### config.mk
export PLATFORM = sky130hd
export DESIGN_NAME = fetch_stage_flat
export DESIGN_NICKNAME = d
export VERILOG_FILES = /design/src/rtl/fetch_stage_if.sv /design/src/rtl/fetch_stage.sv /design/src/flat_wrapper.sv
export SDC_FILE = /design/constraint.sdc
export NUM_CORES = 1
export LEC_CHECK = 0
export ABC_AREA = 1
export CORE_MARGIN = 4
export CORE_UTILIZATION = 30
export DETAILED_ROUTE_END_ITERATION = 7
export PLACE_DENSITY_LB_ADDON = 0.08
export REMOVE_ABC_BUFFERS = 1
export SLEW_MARGIN = 20
export SYNTH_ARGS = -nofsm -noshare
export SYNTH_HDL_FRONTEND = slang
export SYNTH_SLANG_ARGS = --single-unit
### constraint.sdc
create_clock -name clk_i -period 9.6 [get_ports clk_i]
set_clock_uncertainty 0.05 [all_clocks]
set_input_delay 1.92 -clock clk_i [delete_from_list [all_inputs] [get_ports clk_i]]
set_output_delay 1.92 -clock clk_i [all_outputs]
set_load 0.03 [all_outputs]
### src/rtl/fetch_stage_if.sv
// Instruction-memory read port: the fetch stage drives request/address, memory
// answers with a same-cycle acknowledge and data word.
interface fetch_stage_if;
  logic        imem_req;
  logic [31:0] imem_addr;
  logic        imem_ack;
  logic [31:0] imem_data;

  modport master (
    output imem_req,
    output imem_addr,
    input  imem_ack,
    input  imem_data
  );

  modport slave (
    input  imem_req,
    input  imem_addr,
    output imem_ack,
    output imem_data
  );
endinterface

### src/rtl/fetch_stage.sv
// Instruction-fetch stage: owns the PC, reads instruction memory and buffers
// returned words in a small queue whose head feeds the IF/ID register outputs.
module fetch_stage #(
  parameter logic [31:0] RESET_PC = 32'h0000_0000,
  parameter int unsigned DEPTH    = 2
) (
  input  logic          clk_i,
  input  logic          rst_i,
  input  logic          start_i,
  input  logic          stall_i,
  input  logic          redirect_i,
  input  logic [31:0]   redirect_pc_i,
  fetch_stage_if.master imem,
  output logic          ifid_valid_o,
  output logic [31:0]   ifid_pc_o,
  output logic [31:0]   ifid_pcplus4_o,
  output logic [31:0]   ifid_inst_o
);

  localparam int unsigned PTR_W = $clog2(DEPTH);
  localparam int unsigned CNT_W = PTR_W + 1;
  localparam logic [CNT_W-1:0] FULL = CNT_W'(DEPTH);

  logic [31:0]      pc;
  logic [31:0]      q_pc   [DEPTH];
  logic [31:0]      q_inst [DEPTH];
  logic [PTR_W-1:0] rd_ptr;
  logic [PTR_W-1:0] wr_ptr;
  logic [CNT_W-1:0] count;
  logic             req;
  logic             push;
  logic             pop;
  logic [31:0]      redirect_target;

  assign req             = start_i && rst_i && (count < FULL);
  assign push            = req && imem.imem_ack && !redirect_i;
  assign pop             = ifid_valid_o && !stall_i && !redirect_i;
  assign redirect_target = {redirect_pc_i[31:2], 2'b00};

  assign imem.imem_req  = req;
  assign imem.imem_addr = pc;

  // Redirect wins over push/pop: the queue is flushed and same-cycle ack data dropped.
  always_ff @(posedge clk_i) begin
    if (!rst_i) begin
      pc     <= RESET_PC;
      rd_ptr <= '0;
      wr_ptr <= '0;
      count  <= '0;
    end else if (redirect_i) begin
      pc     <= redirect_target;
      rd_ptr <= '0;
      wr_ptr <= '0;
      count  <= '0;
    end else begin
      if (push) begin
        pc     <= pc + 32'd4;
        wr_ptr <= wr_ptr + PTR_W'(1);
      end
      if (pop) begin
        rd_ptr <= rd_ptr + PTR_W'(1);
      end
      case ({push, pop})
        2'b10:   count <= count + CNT_W'(1);
        2'b01:   count <= count - CNT_W'(1);
        default: count <= count;
      endcase
    end
  end

  // Queue storage needs no reset; entries are only visible while count is non-zero.
  always_ff @(posedge clk_i) begin
    if (push) begin
      q_pc[wr_ptr]   <= pc;
      q_inst[wr_ptr] <= imem.imem_data;
    end
  end

  always_comb begin
    ifid_valid_o   = (count != '0);
    ifid_pc_o      = '0;
    ifid_inst_o    = '0;
    if (ifid_valid_o) begin
      ifid_pc_o   = q_pc[rd_ptr];
      ifid_inst_o = q_inst[rd_ptr];
    end
    ifid_pcplus4_o = ifid_pc_o + 32'd4;
  end

endmodule

### src/flat_wrapper.sv
// flat-port wrapper written by rule: the top's interface ports become plain ports
module fetch_stage_flat 
#(
  parameter logic [31:0] RESET_PC = 32'h0000_0000,
  parameter int unsigned DEPTH    = 2
)
  (clk_i, rst_i, start_i, stall_i, redirect_i, redirect_pc_i, ifid_valid_o, ifid_pc_o, ifid_pcplus4_o, ifid_inst_o, imem_imem_req, imem_imem_addr, imem_imem_ack, imem_imem_data);
  fetch_stage_if imem_i ();
  input  logic clk_i;
  input  logic rst_i;
  input  logic start_i;
  input  logic stall_i;
  input  logic redirect_i;
  input  logic [31:0] redirect_pc_i;
  output logic ifid_valid_o;
  output logic [31:0] ifid_pc_o;
  output logic [31:0] ifid_pcplus4_o;
  output logic [31:0] ifid_inst_o;
  output wire logic [$bits(imem_i.imem_req)-1:0] imem_imem_req;
  output wire logic [$bits(imem_i.imem_addr)-1:0] imem_imem_addr;
  input wire logic [$bits(imem_i.imem_ack)-1:0] imem_imem_ack;
  input wire logic [$bits(imem_i.imem_data)-1:0] imem_imem_data;
  assign imem_imem_req = imem_i.imem_req;
  assign imem_imem_addr = imem_i.imem_addr;
  assign imem_i.imem_ack = imem_imem_ack;
  assign imem_i.imem_data = imem_imem_data;
  fetch_stage #(.RESET_PC(RESET_PC), .DEPTH(DEPTH)) u_core (.clk_i(clk_i), .rst_i(rst_i), .start_i(start_i), .stall_i(stall_i), .redirect_i(redirect_i), .redirect_pc_i(redirect_pc_i), .imem(imem_i), .ifid_valid_o(ifid_valid_o), .ifid_pc_o(ifid_pc_o), .ifid_pcplus4_o(ifid_pcplus4_o), .ifid_inst_o(ifid_inst_o));
endmodule
==> flow_summary.yaml, run 1 <==
synthesis:
  synthXorXnorAreaFrac_pct: 2.80
  async_flop_share_pct: 0
  synth_top_area_cell: "edfxtp_1"
  synth_area_leaders: "edfxtp_1 46%, nand2_1 18%, dfxtp_1 8.6%, nor2_1 4.8%, inv_1 3.8%"
  syn_avg_cell_area_um2: 8.20
  synth-seq-cells: 159
  synth.top_cell.area_share_pct: 45.8
  ys_types: 34
  synth_top_family_by_area: "simple AND/OR/NAND/NOR gates"
  syn_inst: 992
  synth_edf_count: 124
  synth_mux_area_share_pct: 0
  synth_area_um2: 8140
  yosys_most_used_dff: "edfxtp_1"
  synthAdderAreaFrac_pct: 0.461
  synthSimpleGateAreaFrac_pct: 29.5
  synth_compound_area_share_pct: 5.41
  yosysSeqAreaShare_pct: 54.4
  yosysWarnings: 0
detailed_routing:
  first_iter_violations: 392
  met2_length_um: 11200
  postRouteAntennaNets: 0
  dr.pass1.iters: 5
  via_per_inst: 4.51
  met3_length_um: 1180
  routed_wl_um: 24300
  drc: 0
  top_layer: "met4"
  wl_per_cell_um: 15.9
  num_vias: 6911
  wl_met1_um: 11700
clocking:
  numClockSinks: 159
  clockBufferDepth: 2
  h-tree-depth: 4
  cts_buffers: 17
  cts_hold_buf: 0
  post_cts_resized: 0
  cts.clk_slew.worst_paths_ns: 0.08
  ctsRootBufferMaster: "clkbuf_16"
  cts_setup_buffers: 0
  cts_tree: "yes"
  worstSkewPairLatency_ns: 0.43
cells_and_area:
  diodes: 0
  fin_nets: 1251
  area_growth_pct: 34.1
  design_area_um2: 10900
  final_cells: 1531
  drive_above_1_share_pct: 6.55
floorplanning:
  die_h_um: 173
  die_w_um: 173
  core_region_area_um2: 26800
  rows: 60
  pin_count: 200
  fp.dieArea_um2: 29800
  start_util_pct: 30.4
setup_path:
  cp_cell_sequence: "buf_4 > clkinv_4 > o21ai_2 > inv_1 > ha_1 > nand2_2 > inv_2 > nand2_2 > nor2_2 > nand2_1 > nand2_1 > nand2_1 > clkdlybuf4s50_1"
  reg2regPathDepth: 6
  cp_top_family: "buffers and inverters"
  cp.arrival_ns: 3.99
  reg2reg_from: "u_core.count[1]"
  slowest_stage: "clkdlybuf4s50_1"
  critPathCapture: "ifid_pcplus4_o[30]"
  critPathKind: "flip-flop to primary output"
  crit_fanout: 63
  rrSetupSlack_ns: 6.79
  endpoint_kind: "primary output"
  cp_common_cell: "nand2_1"
  cpPeakStageDelay_ns: 0.67
  worstSetupPathDepth: 13
  startpoint_type: "flip-flop"
  r2r-end: "u_core.q_pc[1][17]"
  worstPathRequired_ns: 7.63
  critPathBufInv: 5
run:
  max_cap_viol_count: 0
timing:
  period_needed_ns: 5.96
  fin_setup_tns_ns: 0
  slew_violations: 0
  fin_crit_sh_pct: 62.1
  max_freq_ghz: 0.168
  rsz0062_at_grt: "false"
  setup_ws_ns: 3.64
  slew_headroom_pct: 39.0
  tightest_slew_ns: 0.915
  setup_viol: 0
  hold_viol: 0
power_and_ir_drop:
  total_power_mw: 1.59
  p_per_area_nw_per_um2: 146
  ir_drop_mv: 0.104
  p_leak_nw: 4.20
placement:
  dp.cells: 1500
  numPortBuffers: 191
  post-place-ws_ns: 3.94
  postPlaceCellArea_um2: 10300
  hpwl_um: 17200
  gp_congestion: 0.862
global_route:
  grt_pass1_wl_um: 38100
  grt_util_all_layers_pct: 16.0
  grt_max_degree: 64
  grt_pass1_vias: 6780
  grt-ovfl-total: 0
  antenna_found_initial: 0
min_path:
  min_path_type: "flip-flop to flip-flop"
status:
  outcome: "complete, no violations"
[worst min-delay path by stage]
| stage | cells after the start | from | slack, ns | end |
|---|---|---|---|---|
| detailed placement | 2 | u_core.wr_ptr | 0.41 | u_core.wr_ptr |
| finish | 2 | u_core.wr_ptr | 0.42 | u_core.wr_ptr |
| global route | 2 | u_core.wr_ptr | 0.45 | u_core.wr_ptr |
| global placement | 2 | u_core.wr_ptr | 0.40 | u_core.wr_ptr |
| floorplan | 2 | u_core.wr_ptr | 0.39 | u_core.wr_ptr |
| CTS | 2 | u_core.wr_ptr | 0.42 | u_core.wr_ptr |
[cells in the final DEF (no fill, tap or decap)]
master,count
nand3_1,53
and3_1,1
clkdlybuf4s50_1,191
inv_8,6
conb_1,6
xor2_1,24
inv_4,1
nor3_1,4
nor2_4,4
clkinv_4,1
nand2_4,2
edfxtp_1,124
nand4_1,10
xnor2_1,2
nor2_2,13
inv_2,11
o21ai_0,19
bufinv_16,1
a31oi_1,9
nand3b_1,2
dfxtp_1,34
nor2_1,102
inv_6,2
and2_1,2
buf_4,6
clkinvlp_4,3
dfxtp_2,1
nand2_2,7
clkinv_1,2
a21oi_1,56
inv_1,82
clkinv_8,2
nand2_1,386
ha_1,3
clkbuf_16,17
o21ai_2,1
[sequential cells by signal, indices dropped and copies added (netlist names), named ones only]
register and flops:
u_core.count 2, u_core.imem.imem_addr 30, u_core.q_inst 64, u_core.q_pc 60
u_core.rd_ptr 1, u_core.wr_ptr 1
[cells by family after synthesis]
family | after synthesis
XOR/XNOR | 26
AO/OA/AOI/OAI | 85
other | 1
AND/OR/NAND/NOR | 586
flip-flops | 159
buffers and inverters | 132
adder cells (fa/ha/maj) | 3
[worst register-to-register path, cell delays in order (launching register included)]
cell and delay, ns:
dfxtp_1 0.37, nor2_1 0.19, nand2_2 0.14, nor2_4 0.51, inv_1 0.29, nor2_4 0.13, buf_4 0.69
[synthesized netlist by cell type (all sizes together) (9+ instances only)]
library cell  instances
edfxtp              124
xor2                 24
o21ai                20
nand4                10
a31oi                 9
nand3                53
nor2                119
dfxtp                35
nand2               395
a21oi                56
buf                  27
inv                  94
[layer usage]
layer,global-route usage (%),vias to the layer above
met2,25.6,186
met3,3.10,17
met5,0,-
met4,4.29,0
li1,-,3550
met1,22.5,3158
[through the flow]
stage,utilization (%),hold slack [ns]
final,40.7,0.418
after global routing,40.7,0.447
after CTS,40.7,0.419
after detailed placement,38.5,0.407
after global placement,38.5,0.399
after floorplan,-,0.389
[area by class of cell]
cell class | instances | area (um2)
Sequential cell | 159 | 4430
Clock buffer | 17 | 425
Timing Repair Buffer | 197 | 1960
Fill cell | 2747 | 15900
Multi-Input combinational cell | 706 | 3130
Clock inverter | 14 | 170
Tap cell | 341 | 427
Inverter | 97 | 372
[power breakdown]
group | internal [mW] | total (mW) | switching, mW
Clock | 0.372 | 0.681 | 0.310
Sequential | 0.755 | 0.776 | 0.0204
Combinational | 0.0575 | 0.131 | 0.0736
Total | 1.18 | 1.59 | 0.404
(Power assumes the default switching activity.)
==> run 2, diff against run 1 <==
clock period = 6.1 ns   (was 9.6 ns; I/O delays follow)
==> run 2 against run 1 <==
Sequential power grew 57%. Highest routed layer unchanged. Critical path type unchanged. Die area is the same. Critical endpoint is now ifid_pcplus4_o[28]. Cell count grew 0.20%. Routed wire length shrank 0.17%. Hold slack lost 0.0077 ns.
==> flow_summary.yaml, run 2 (synthesis gave the netlist of run 1 again) <==
status:
  outcome: "complete, no violations"
timing:
  worst_hold_slack_ns: 0.410
  fin_crit_sh_pct: 79.6
  setup_ws_ns: 1.24
  tightest_slew_ns: 0.692
  max_freq_ghz: 0.206
  setup_viol: 0
  fin_setup_tns_ns: 0
  slew_violations: 0
  rsz0062_at_grt: "false"
  slew_headroom_pct: 53.8
  hold_viol: 0
  period_needed_ns: 4.86
floorplanning:
  core_region_area_um2: 26800
  fp.dieArea_um2: 29800
  pin_count: 200
  start_util_pct: 30.4
  die_h_um: 173
  rows: 60
  die_w_um: 173
cells_and_area:
  fin_nets: 1253
  final_util_pct: 40.8
  final_common_cell: "nand2_1"
  largest_reg_flops: 64
  diodes: 0
  fillerInstances: 2722
  area_growth_pct: 34.3
  final_cells: 1534
  layout_common_cells: "386 x nand2_1, 191 x clkdlybuf4s50_1, 124 x edfxtp_1"
  drive_above_1_share_pct: 6.79
  largest_register: "u_core.q_inst"
  design_area_um2: 10900
setup_path:
  endpoint_kind: "primary output"
  crit_fanout: 42
  slowest_stage: "clkdlybuf4s50_1"
  cpPeakStageDelay_ns: 0.66
  r2r-end: "u_core.q_inst[1][5]"
  cp_top_family: "buffers and inverters"
  worstPathRequired_ns: 4.83
  startpoint_type: "flip-flop"
  cp_cell_sequence: "buf_4 > nor2_1 > nor2_1 > o21ai_2 > inv_1 > ha_1 > nand2_2 > inv_2 > nand2_2 > nor2_2 > nand3_1 > nand2_1 > clkdlybuf4s50_1"
  critPathKind: "flip-flop to primary output"
  reg2regPathDepth: 6
  rrSetupSlack_ns: 3.23
  reg2reg_from: "u_core.count[1]"
  cp.arrival_ns: 3.59
  critPathBufInv: 4
clocking:
  cts.clk_slew.worst_paths_ns: 0.07
  clockBufferDepth: 2
  h-tree-depth: 4
  post_cts_resized: 0
  worstSkewPairLatency_ns: 0.42
  cts_setup_buffers: 0
  cts_hold_buf: 0
  numClockSinks: 159
  ctsRootBufferMaster: "clkbuf_16"
  cts_buffers: 17
  cts_tree: "yes"
detailed_routing:
  num_vias: 6848
  dr.pass1.iters: 5
  routed_wl_um: 24300
  wl_per_cell_um: 15.8
  drc: 0
  first_iter_violations: 341
  via_per_inst: 4.46
  postRouteAntennaNets: 0
global_route:
  antenna_found_initial: 0
  grt_pass1_vias: 6681
  grt_pass1_wl_um: 37900
  grt_max_degree: 43
  grt_util_all_layers_pct: 16.0
  grt-ovfl-total: 0
placement:
  dp.cells: 1502
  postPlaceCellArea_um2: 10300
  numPortBuffers: 191
  hpwl_um: 17700
  post-place-ws_ns: 1.58
  gp_congestion: 0.838
power_and_ir_drop:
  total_power_mw: 2.47
  ir_drop_mv: 0.166
  p_per_area_nw_per_um2: 226
  p_leak_nw: 4.22
min_path:
  min_to: "u_core.wr_ptr"
  hp-start: "u_core.wr_ptr"
  min_path_type: "flip-flop to flip-flop"
  worstHoldPathCells: 2
run:
  max_cap_viol_count: 0
run 2: metal layers:
layer | global-route usage, % | vias to the layer above | share of wire, %
li1 | - | 3549 | -
met1 | 22.5 | 3108 | 49
met2 | 25.9 | 182 | 46
met3 | 3.41 | 9 | 5.2
met4 | 3.09 | 0 | 0.51
met5 | 0 | - | 0
run 2: worst max-delay path by stage:
| stage | to | slack, ns | depth (start not counted) |
|---|---|---|---|
| global placement | u_core.q_inst[1][7] | 1.60 | 8 |
| floorplan | u_core.q_inst[1][0] | 0.53 | 6 |
| CTS | ifid_pcplus4_o[28] | 1.11 | 13 |
| global route | ifid_pcplus4_o[12] | 0.91 | 12 |
| detailed placement | ifid_pcplus4_o[28] | 1.58 | 13 |
| finish | ifid_pcplus4_o[28] | 1.24 | 13 |
run 2: final cells by class:
type,instances,area (um2),share of cell area [%]
clock buffer,17,425,3.89
clock inverter,15,161,1.48
inverter,97,372,3.40
multi-input combinational,706,3130,28.7
sequential,159,4430,40.5
tap,341,427,3.90
timing repair buffer,199,1980,18.2
run 2: power by group:
group          leakage [nW]  total [mW]  switching [mW]  internal (mW)
Combinational          2.51       0.206           0.115         0.0907
Sequential             1.42        1.22          0.0330           1.19
Clock                 0.287        1.04           0.490          0.550
run 2: worst reg2reg max path, delay by kind of cell, from the launching register on:
family	cells	cell delay, ns
buffers and inverters	2	0.65
DFF	1	0.38
and+or+nand+nor	4	1.43
==> run 3, diff against run 2 <==
clock period = 4.89 ns   (was 6.1 ns; I/O delays follow)
==> run 3 against run 2 <==
Via count up 0.96%. Combinational power rose by 25%. Highest routed layer unchanged. First-iteration DRC count increased by 38%. Clock power up 31%. Worst setup slack got worse by 0.83 ns. Clock-buffer cell count up 1. Sequential cell count stayed put. Critical path type unchanged. Sequential share of layout area is 0.15 points lower.
==> flow_summary.yaml, run 3 (synthesis gave the netlist of run 1 again) <==
setup_path:
  critPathKind: "flip-flop to primary output"
  cp_common_cell: "nand2_1"
  cp.arrival_ns: 3.45
  cpPeakStageDelay_ns: 0.66
  crit_fanout: 62
  worstPathRequired_ns: 3.86
  cp_cell_sequence: "clkinv_4 > o21ai_2 > inv_1 > ha_1 > nand2_2 > inv_2 > nand2_2 > nor2_2 > nand2_1 > nand2_1 > nand2_1 > clkdlybuf4s50_1"
  endpoint_kind: "primary output"
  slowest_stage: "clkdlybuf4s50_1"
  startpoint_type: "flip-flop"
run:
  max_cap_viol_count: 0
cells_and_area:
  design_area_um2: 11000
  largest_register: "u_core.q_inst"
  largest_reg_flops: 64
  fin_nets: 1255
  final_common_cell: "nand2_1"
  final_cells: 1536
  drive_above_1_share_pct: 6.78
  multi_input_area_um2: 3130
  regArea_um2: 4430
  area_growth_pct: 34.8
  layout_common_cells: "386 x nand2_1, 191 x clkdlybuf4s50_1, 124 x edfxtp_1"
  diodes: 0
  fillerInstances: 2722
clocking:
  cts_setup_buffers: 0
  cts_tree: "yes"
  post_cts_resized: 0
  worstSkewPairLatency_ns: 0.42
  ctsRootBufferMaster: "clkbuf_16"
  cts_buffers: 17
  clockBufferDepth: 2
  h-tree-depth: 4
  numClockSinks: 159
  cts_hold_buf: 0
  cts.clk_slew.worst_paths_ns: 0.06
placement:
  numPortBuffers: 191
  post-place-ws_ns: 0.730
  postPlaceCellArea_um2: 10400
  hpwl_um: 17800
  gp_congestion: 0.866
  dp.cells: 1504
global_route:
  grt_pass1_wl_um: 38300
  grt_max_degree: 63
  grt_pass1_vias: 6851
  antenna_found_initial: 0
  grt_util_all_layers_pct: 16.2
  grt-ovfl-total: 0
detailed_routing:
  routed_wl_um: 24300
  wl_per_cell_um: 15.8
  first_iter_violations: 470
  via_per_inst: 4.50
  postRouteAntennaNets: 0
  dr.pass1.iters: 5
  drc: 0
  num_vias: 6914
timing:
  setup_viol: 0
  period_needed_ns: 4.48
  max_freq_ghz: 0.223
  hold_viol: 0
  rsz0062_at_grt: "false"
  slew_headroom_pct: 65.9
  fin_crit_sh_pct: 91.6
  setup_ws_ns: 0.410
  tightest_slew_ns: 0.511
  fin_setup_tns_ns: 0
  slew_violations: 0
power_and_ir_drop:
  p_int_mw: 2.37
  p_seq_share_pct: 48.5
  combinationalPowerShare_pct: 8.2
  p_per_area_nw_per_um2: 286
  p_clk_share_pct: 43.3
  p_leak_nw: 4.24
  ir_drop_mv: 0.218
  p_sw_mw: 0.770
  swShare_pct: 24.5
floorplanning:
  fp.dieArea_um2: 29800
  rows: 60
  pin_count: 200
  start_util_pct: 30.4
  core_region_area_um2: 26800
  die_w_um: 173
  die_h_um: 173
status:
  outcome: "complete, no violations"
min_path:
  min_path_type: "flip-flop to flip-flop"
[run 3: final timing paths]
kind	slack (ns)	to	start	depth (start not counted)
min reg2reg	0.42	u_core.wr_ptr	u_core.wr_ptr	2
min	0.42	u_core.wr_ptr	u_core.wr_ptr	2
max reg2reg	2.60	u_core.imem.imem_addr[26]	u_core.imem.imem_addr[3]	9
max	0.41	ifid_pcplus4_o[28]	flip-flop	12
[run 3: metrics by stage]
stage | total power, mW | hold slack (ns) | utilization, %
floorplan | 1.66 | 0.389 | -
global placement | 1.81 | 0.402 | 38.7
detailed placement | 1.81 | 0.406 | 38.7
CTS | 3.18 | 0.416 | 40.9
global route | 3.27 | 0.457 | 40.9
finish | 3.14 | 0.417 | 40.9
[run 3: area by class of cell]
cell class,instances,area share (%)
clock buffers,18,3.91
inverters,97,3.39
repair buffers,201,18.3
multi-input cells,706,28.6
well taps,341,3.89
flip-flops and latches,159,40.3
clock inverters,14,1.56
[run 3: metal layers]
metal | vias up | track usage (%) | share of wire [%]
met1 | 3131 | 22.2 | 47
met3 | 24 | 3.32 | 5.0
met2 | 193 | 26.0 | 46
met4 | 0 | 4.96 | 1.8
li1 | 3566 | - | -
met5 | - | 0 | 0
[run 3: critical path, delay by kind of cell (launching register included)]
family | cells | cell delay, ns
fa+ha+maj | 1 | 0.27
flops | 1 | 0.57
buf+inv | 4 | 1.36
compound gates | 1 | 0.39
simple gates | 6 | 0.43
[run 3: power by group through the flow]
stage	clock network [mW]	registers [mW]	logic (mW)
finish	1.36	1.52	0.258
global route	1.46	1.53	0.281
CTS	1.39	1.52	0.262
detailed placement	0	1.55	0.261
global placement	0	1.55	0.259
floorplan	0	1.57	0.0941
